**config.mk**
```make
export PLATFORM = sky130hd
export DESIGN_NAME = key_event_decoder
export DESIGN_NICKNAME = d
export VERILOG_FILES = /design/src/rtl/key_evt_pkg.sv /design/src/rtl/key_tick_cnt.sv /design/src/rtl/key_event_decoder.sv
export SDC_FILE = /design/constraint.sdc
export NUM_CORES = 1
export LEC_CHECK = 0
export BUFFER_PORTS_ARGS = -buffer_cell sky130_fd_sc_hd__buf_2
export CAP_MARGIN = 20
export CORE_UTILIZATION = 54
export CTS_BUF_LIST = sky130_fd_sc_hd__clkbuf_8
export DETAILED_ROUTE_END_ITERATION = 10
export GPL_ROUTABILITY_DRIVEN = 0
export PLACE_DENSITY = 0.74
export SKIP_CTS_REPAIR_TIMING = 1
export SYNTH_ARGS = -nofsm -noshare
export SYNTH_HDL_FRONTEND = slang
export SYNTH_SLANG_ARGS = --single-unit
```
**constraint.sdc**
```tcl
create_clock -name clk100hz -period 3.4 [get_ports clk100hz]
set_input_delay 0.17 -clock clk100hz [delete_from_list [all_inputs] [get_ports clk100hz]]
set_output_delay 0.17 -clock clk100hz [all_outputs]
set_load 0.02 [all_outputs]
```
**src/rtl/key_evt_pkg.sv**
```systemverilog
// rtl/key_evt_pkg.sv - key event decoder state encodings and 100 Hz tick defaults
package key_evt_pkg;

    // Decoder states; the remaining 2-bit encoding is unused and recovers to IDLE
    typedef enum logic [1:0] {
        ST_IDLE  = 2'd0,
        ST_PRESS = 2'd1,
        ST_HELD  = 2'd2
    } key_state_e;

    // Default tick counts for a 100 Hz sample clock
    localparam int KEY_MIN_TICKS    = 2;    // 20 ms minimum valid press
    localparam int KEY_LONG_TICKS   = 100;  // 1 s hold for a long press
    localparam int KEY_REPEAT_TICKS = 20;   // 200 ms auto-repeat period

endpackage

```
**src/rtl/key_tick_cnt.sv**
```systemverilog
// rtl/key_tick_cnt.sv - CNT_W-bit tick counter with clear, enable and terminal compare
module key_tick_cnt #(
    parameter int CNT_W = 8,
    parameter int TERM  = 100
) (
    input  logic             clk,
    input  logic             rst_n,
    input  logic             clr,
    input  logic             en,
    output logic [CNT_W-1:0] cnt,
    output logic             at_term
);

    // at_term flags the last count before the terminal value is reached
    localparam logic [CNT_W-1:0] TERM_LAST = CNT_W'(TERM - 1);

    logic [CNT_W-1:0] cnt_q;
    logic [CNT_W-1:0] cnt_d;

    // Next count: clear has priority over increment
    always_comb begin
        cnt_d = cnt_q;
        if (clr) begin
            cnt_d = '0;
        end else if (en) begin
            cnt_d = cnt_q + CNT_W'(1);
        end
    end

    // Count register
    always_ff @(posedge clk or negedge rst_n) begin
        if (!rst_n) begin
            cnt_q <= '0;
        end else begin
            cnt_q <= cnt_d;
        end
    end

    assign cnt     = cnt_q;
    assign at_term = (cnt_q == TERM_LAST);

endmodule

```
**src/rtl/key_event_decoder.sv**
```systemverilog
// rtl/key_event_decoder.sv - debounced key to short/long/repeat pulses; KEY_REPEAT_EN enables auto-repeat
module key_event_decoder
    import key_evt_pkg::*;
#(
    parameter bit KEY_ACTIVE_LOW = 1'b1,
    parameter int MIN_TICKS      = KEY_MIN_TICKS,
    parameter int LONG_TICKS     = KEY_LONG_TICKS,
    parameter int REPEAT_TICKS   = KEY_REPEAT_TICKS,
    parameter int CNT_W          = 8
) (
    input  logic clk100hz,
    input  logic rst_n,
    input  logic key_in,
    output logic pressed,
    output logic short_pulse,
    output logic long_pulse,
    output logic rep_pulse
);

    localparam logic [CNT_W-1:0] MIN_C = CNT_W'(MIN_TICKS);

    key_state_e state_q;
    key_state_e state_d;

    logic act;
    logic act_q;
    logic act_d;

    logic short_q;
    logic short_d;
    logic long_q;
    logic long_d;

    logic             cnt_clr;
    logic             cnt_en;
    logic [CNT_W-1:0] cnt;
    logic             cnt_term;

    assign act   = KEY_ACTIVE_LOW ? ~key_in : key_in;
    assign act_d = act;

    // Hold counter: number of active samples seen in the current press
    key_tick_cnt #(
        .CNT_W (CNT_W),
        .TERM  (LONG_TICKS)
    ) u_cnt (
        .clk     (clk100hz),
        .rst_n   (rst_n),
        .clr     (cnt_clr),
        .en      (cnt_en),
        .cnt     (cnt),
        .at_term (cnt_term)
    );

`ifdef KEY_REPEAT_EN
    logic             rcnt_clr;
    logic             rcnt_en;
    logic [CNT_W-1:0] rcnt_val_unused;
    logic             rcnt_term;
    logic             rep_q;
    logic             rep_d;

    // Repeat counter: ticks since long press or since the last repeat pulse
    key_tick_cnt #(
        .CNT_W (CNT_W),
        .TERM  (REPEAT_TICKS)
    ) u_rcnt (
        .clk     (clk100hz),
        .rst_n   (rst_n),
        .clr     (rcnt_clr),
        .en      (rcnt_en),
        .cnt     (rcnt_val_unused),
        .at_term (rcnt_term)
    );
`endif

    // Next state, counter controls and pulse requests; release is checked first
    always_comb begin
        state_d = state_q;
        cnt_clr = 1'b0;
        cnt_en  = 1'b0;
        short_d = 1'b0;
        long_d  = 1'b0;
`ifdef KEY_REPEAT_EN
        rcnt_clr = 1'b0;
        rcnt_en  = 1'b0;
        rep_d    = 1'b0;
`endif
        case (state_q)
            ST_IDLE: begin
                if (act_q) begin
                    // Counter is zero in IDLE, so one increment loads 1
                    state_d = ST_PRESS;
                    cnt_en  = 1'b1;
                end
            end
            ST_PRESS: begin
                if (!act_q) begin
                    state_d = ST_IDLE;
                    short_d = (cnt >= MIN_C);
                    cnt_clr = 1'b1;
                end else if (cnt_term) begin
                    state_d = ST_HELD;
                    long_d  = 1'b1;
`ifdef KEY_REPEAT_EN
                    rcnt_clr = 1'b1;
`endif
                end else begin
                    cnt_en = 1'b1;
                end
            end
            ST_HELD: begin
                // Hold counter is frozen here, so an arbitrarily long hold never wraps
                if (!act_q) begin
                    state_d = ST_IDLE;
                    cnt_clr = 1'b1;
`ifdef KEY_REPEAT_EN
                    rcnt_clr = 1'b1;
`endif
                end else begin
`ifdef KEY_REPEAT_EN
                    if (rcnt_term) begin
                        rep_d    = 1'b1;
                        rcnt_clr = 1'b1;
                    end else begin
                        rcnt_en = 1'b1;
                    end
`endif
                end
            end
            default: begin
                state_d = ST_IDLE;
                cnt_clr = 1'b1;
`ifdef KEY_REPEAT_EN
                rcnt_clr = 1'b1;
`endif
            end
        endcase
    end

    // State, sampled key level and registered pulses
    always_ff @(posedge clk100hz or negedge rst_n) begin
        if (!rst_n) begin
            state_q <= ST_IDLE;
            act_q   <= 1'b0;
            short_q <= 1'b0;
            long_q  <= 1'b0;
        end else begin
            state_q <= state_d;
            act_q   <= act_d;
            short_q <= short_d;
            long_q  <= long_d;
        end
    end

`ifdef KEY_REPEAT_EN
    // Registered repeat pulse
    always_ff @(posedge clk100hz or negedge rst_n) begin
        if (!rst_n) begin
            rep_q <= 1'b0;
        end else begin
            rep_q <= rep_d;
        end
    end

    assign rep_pulse = rep_q;
`else
    assign rep_pulse = 1'b0;
`endif

    assign pressed     = act_q;
    assign short_pulse = short_q;
    assign long_pulse  = long_q;

endmodule

```
==> metrics.yaml <==
ff2ff_setup_slack_ns: 1.51
power_density_nw_per_um2: 590
clock_sinks: 13
setup_ws_ns: 1.51
synth-seq-cells: 13
vias_per_cell: 5.52
status: "complete, no violations"
ys.flop_type: "dfrtp_1"
portBuffers: 5
r2r-start: "state_q[0]"
initial_core_util: 0.579
drv_cap: 0
synth_common_cells: "13 x dfrtp_1, 7 x inv_1, 7 x nor2_1"
period_share: 0.557
fmax_mhz: 528
drive_gt1_frac: 0.167
syn_inst: 76
netlist_area_sq_um: 753
hold_path_class: "in -> reg"
async_flop_share: 1.00
area_growth_pct: 11.3
tritoncts: "built"
hold_end: "pressed"
synth_area_leaders: "dfrtp_1 43%, ha_1 8.3%, xnor2_1 5.8%, inv_1 3.5%, nor2_1 3.5%"
cp-end-kind: "flip-flop"
first_pass_iters: 4
dp_cells: 94
pre_cts_ws_ns: 1.48
start_kind: "flip-flop"
seq_area_frac_synth: 0.432
power.leakage_nw: 0.374
synth.distinct_cells: 30
tns_ns: 0
h-tree-depth: 1
synth.avg_cell_area_sq_um: 9.91
layout.cells.non_filler: 99
antenna_cells_inserted: 0
clock_path_buffers: 2
yosysMostFrequentCell: "dfrtp_1"
clkTransAtPathRegs_ns: 0.06
antenna_found_initial: 0
grt.overflow.total: 0
crit_required_ns: 3.54
drc_errors: 0
dieArea_sq_um: 1550
timing.final.hold_violations: 0
drv_slew: 0
nets: 93
criticalPathCategory: "reg -> reg"
clk_latency_ns: 0.25
dr.first_iter.drc_count: 11
slew_headroom: 0.546
fillers: 117
grt_pass1_wl_mm: 2.06
die-width_microns: 39.3
grt_max_degree: 14
hold_depth: 2
wl_per_cell_microns: 12.5
yosys_warnings: 0
track_usage: 0.214
grt_pass1_vias: 473
core_sq_um: 1300
yosysTopAreaCell: "dfrtp_1"
hp-start: "key_in"
synth_edf_count: 0
final_antenna_net_count: 0
fin_crit_ns: 1.89
tightest_slew_ns: 0.663
clock_skew_ns: 0.00724
routed_wl_mm: 1.24
numCtsBuffers: 3
syn-num-nets: 84
die_h_microns: 39.3
synth_top_area_share: 0.432
rsz0062_at_grt: "false"
ir_drop_v: 0.000322
r2r_cells: 6
crit_fanout: 9
routed-via-count: 546
cts_root_buf: "clkbuf_8"
finalSetupViolCount: 0
place.detailed.hpwl_microns: 895
num_rows: 13
worst_ep_arrival_time_ns: 2.04
io_pins: 7
reg2reg_to: "u_cnt.cnt[2]"
==> cell usage in the layout (no fill, tap or decap), drive strengths merged, types with 2 or more instances in the layout <==
| master | Yosys | layout |
|---|---|---|
| dfrtp | 13 | 13 |
| inv | 7 | 7 |
| nor2 | 7 | 7 |
| xnor2 | 5 | 5 |
| ha | 5 | 5 |
| buf | 2 | 5 |
| nand3 | 4 | 4 |
| a21oi | 4 | 4 |
| nor3 | 3 | 3 |
| nand2 | 3 | 3 |
| clkbuf | 0 | 3 |
| o21ai | 3 | 3 |
| nor4 | 3 | 3 |
| nand2b | 2 | 2 |
| o211ai | 2 | 2 |
| a211oi | 2 | 2 |
==> worst max-delay path: stages (launching register included) <==
cell and delay [ns]:
dfrtp_1 0.40, inv_1 0.08, ha_1 0.29, mux2i_1 0.58, nand2b_1 0.19, a21oi_1 0.04
a31o_2 0.21
==> registers in the layout (all words and copies together), names as in the netlist <==
signal	flops
u_cnt.cnt	8
short_pulse	1
pressed	1
long_pulse	1
state_q	2
==> kinds of logic after synthesis <==
kind of cell,count (synthesis),synth area share
compound gates,13,0.115
mux,1,0.0133
xor+xnor,5,0.0581
flops,13,0.432
fa+ha+maj,5,0.0831
simple gates,29,0.239
other cells,1,0.00498
buf+inv,9,0.0548
==> layer usage <==
metal | vias to the layer above | part of all wire | global-route usage
met5 | - | 0 | 0
met4 | 0 | 0.019 | 0.129
met3 | 3 | 0.055 | 0.0852
met2 | 11 | 0.41 | 0.288
met1 | 248 | 0.52 | 0.283
li1 | 284 | - | -
==> area by class of cell <==
cell class / instances / area, sq um / share of cell area
clock buffer: 3 / 41.3 / 0.0493
multi-input combinational: 54 / 387 / 0.461
tap: 15 / 18.8 / 0.0224
sequential: 13 / 325 / 0.388
timing repair buffer: 6 / 35.0 / 0.0418
inverter: 7 / 26.3 / 0.0313
clock inverter: 1 / 5.00 / 0.00597
==> per-stage QoR <==
step | hold WS, ns | power (mW) | utilization | instance area (sq um)
global route | 0.0728 | 0.532 | 0.644 | 838
finish | 0.0607 | 0.494 | 0.644 | 838
CTS | -0.202 | 0.498 | 0.637 | 828
detailed placement | 0.0692 | 0.356 | 0.601 | 782
floorplan | -0.126 | 0.318 | - | 753
global placement | 0.0698 | 0.351 | 0.601 | 782
==> where the power goes <==
part           leakage (nW)  switching (mW)  total (mW)  internal [mW]
Clock                0.0255          0.0604       0.142         0.0811
Sequential            0.175          0.0223       0.197          0.175
Combinational         0.173          0.0944       0.155         0.0610
==> worst max path at each step <==
stage                          start            to  slack [ns]  depth (start not counted)
after floorplan           state_q[0]  u_cnt.cnt[2]        1.71                          6
after global placement    state_q[0]  u_cnt.cnt[2]        1.56                          6
after detailed placement  state_q[0]  u_cnt.cnt[2]        1.48                          6
after CTS                 state_q[0]  u_cnt.cnt[2]        1.48                          6
after global routing      state_q[1]  u_cnt.cnt[2]        1.34                          6
final                     state_q[0]  u_cnt.cnt[2]        1.51                          6
No activity file was read; power rests on OpenSTA's default activity.
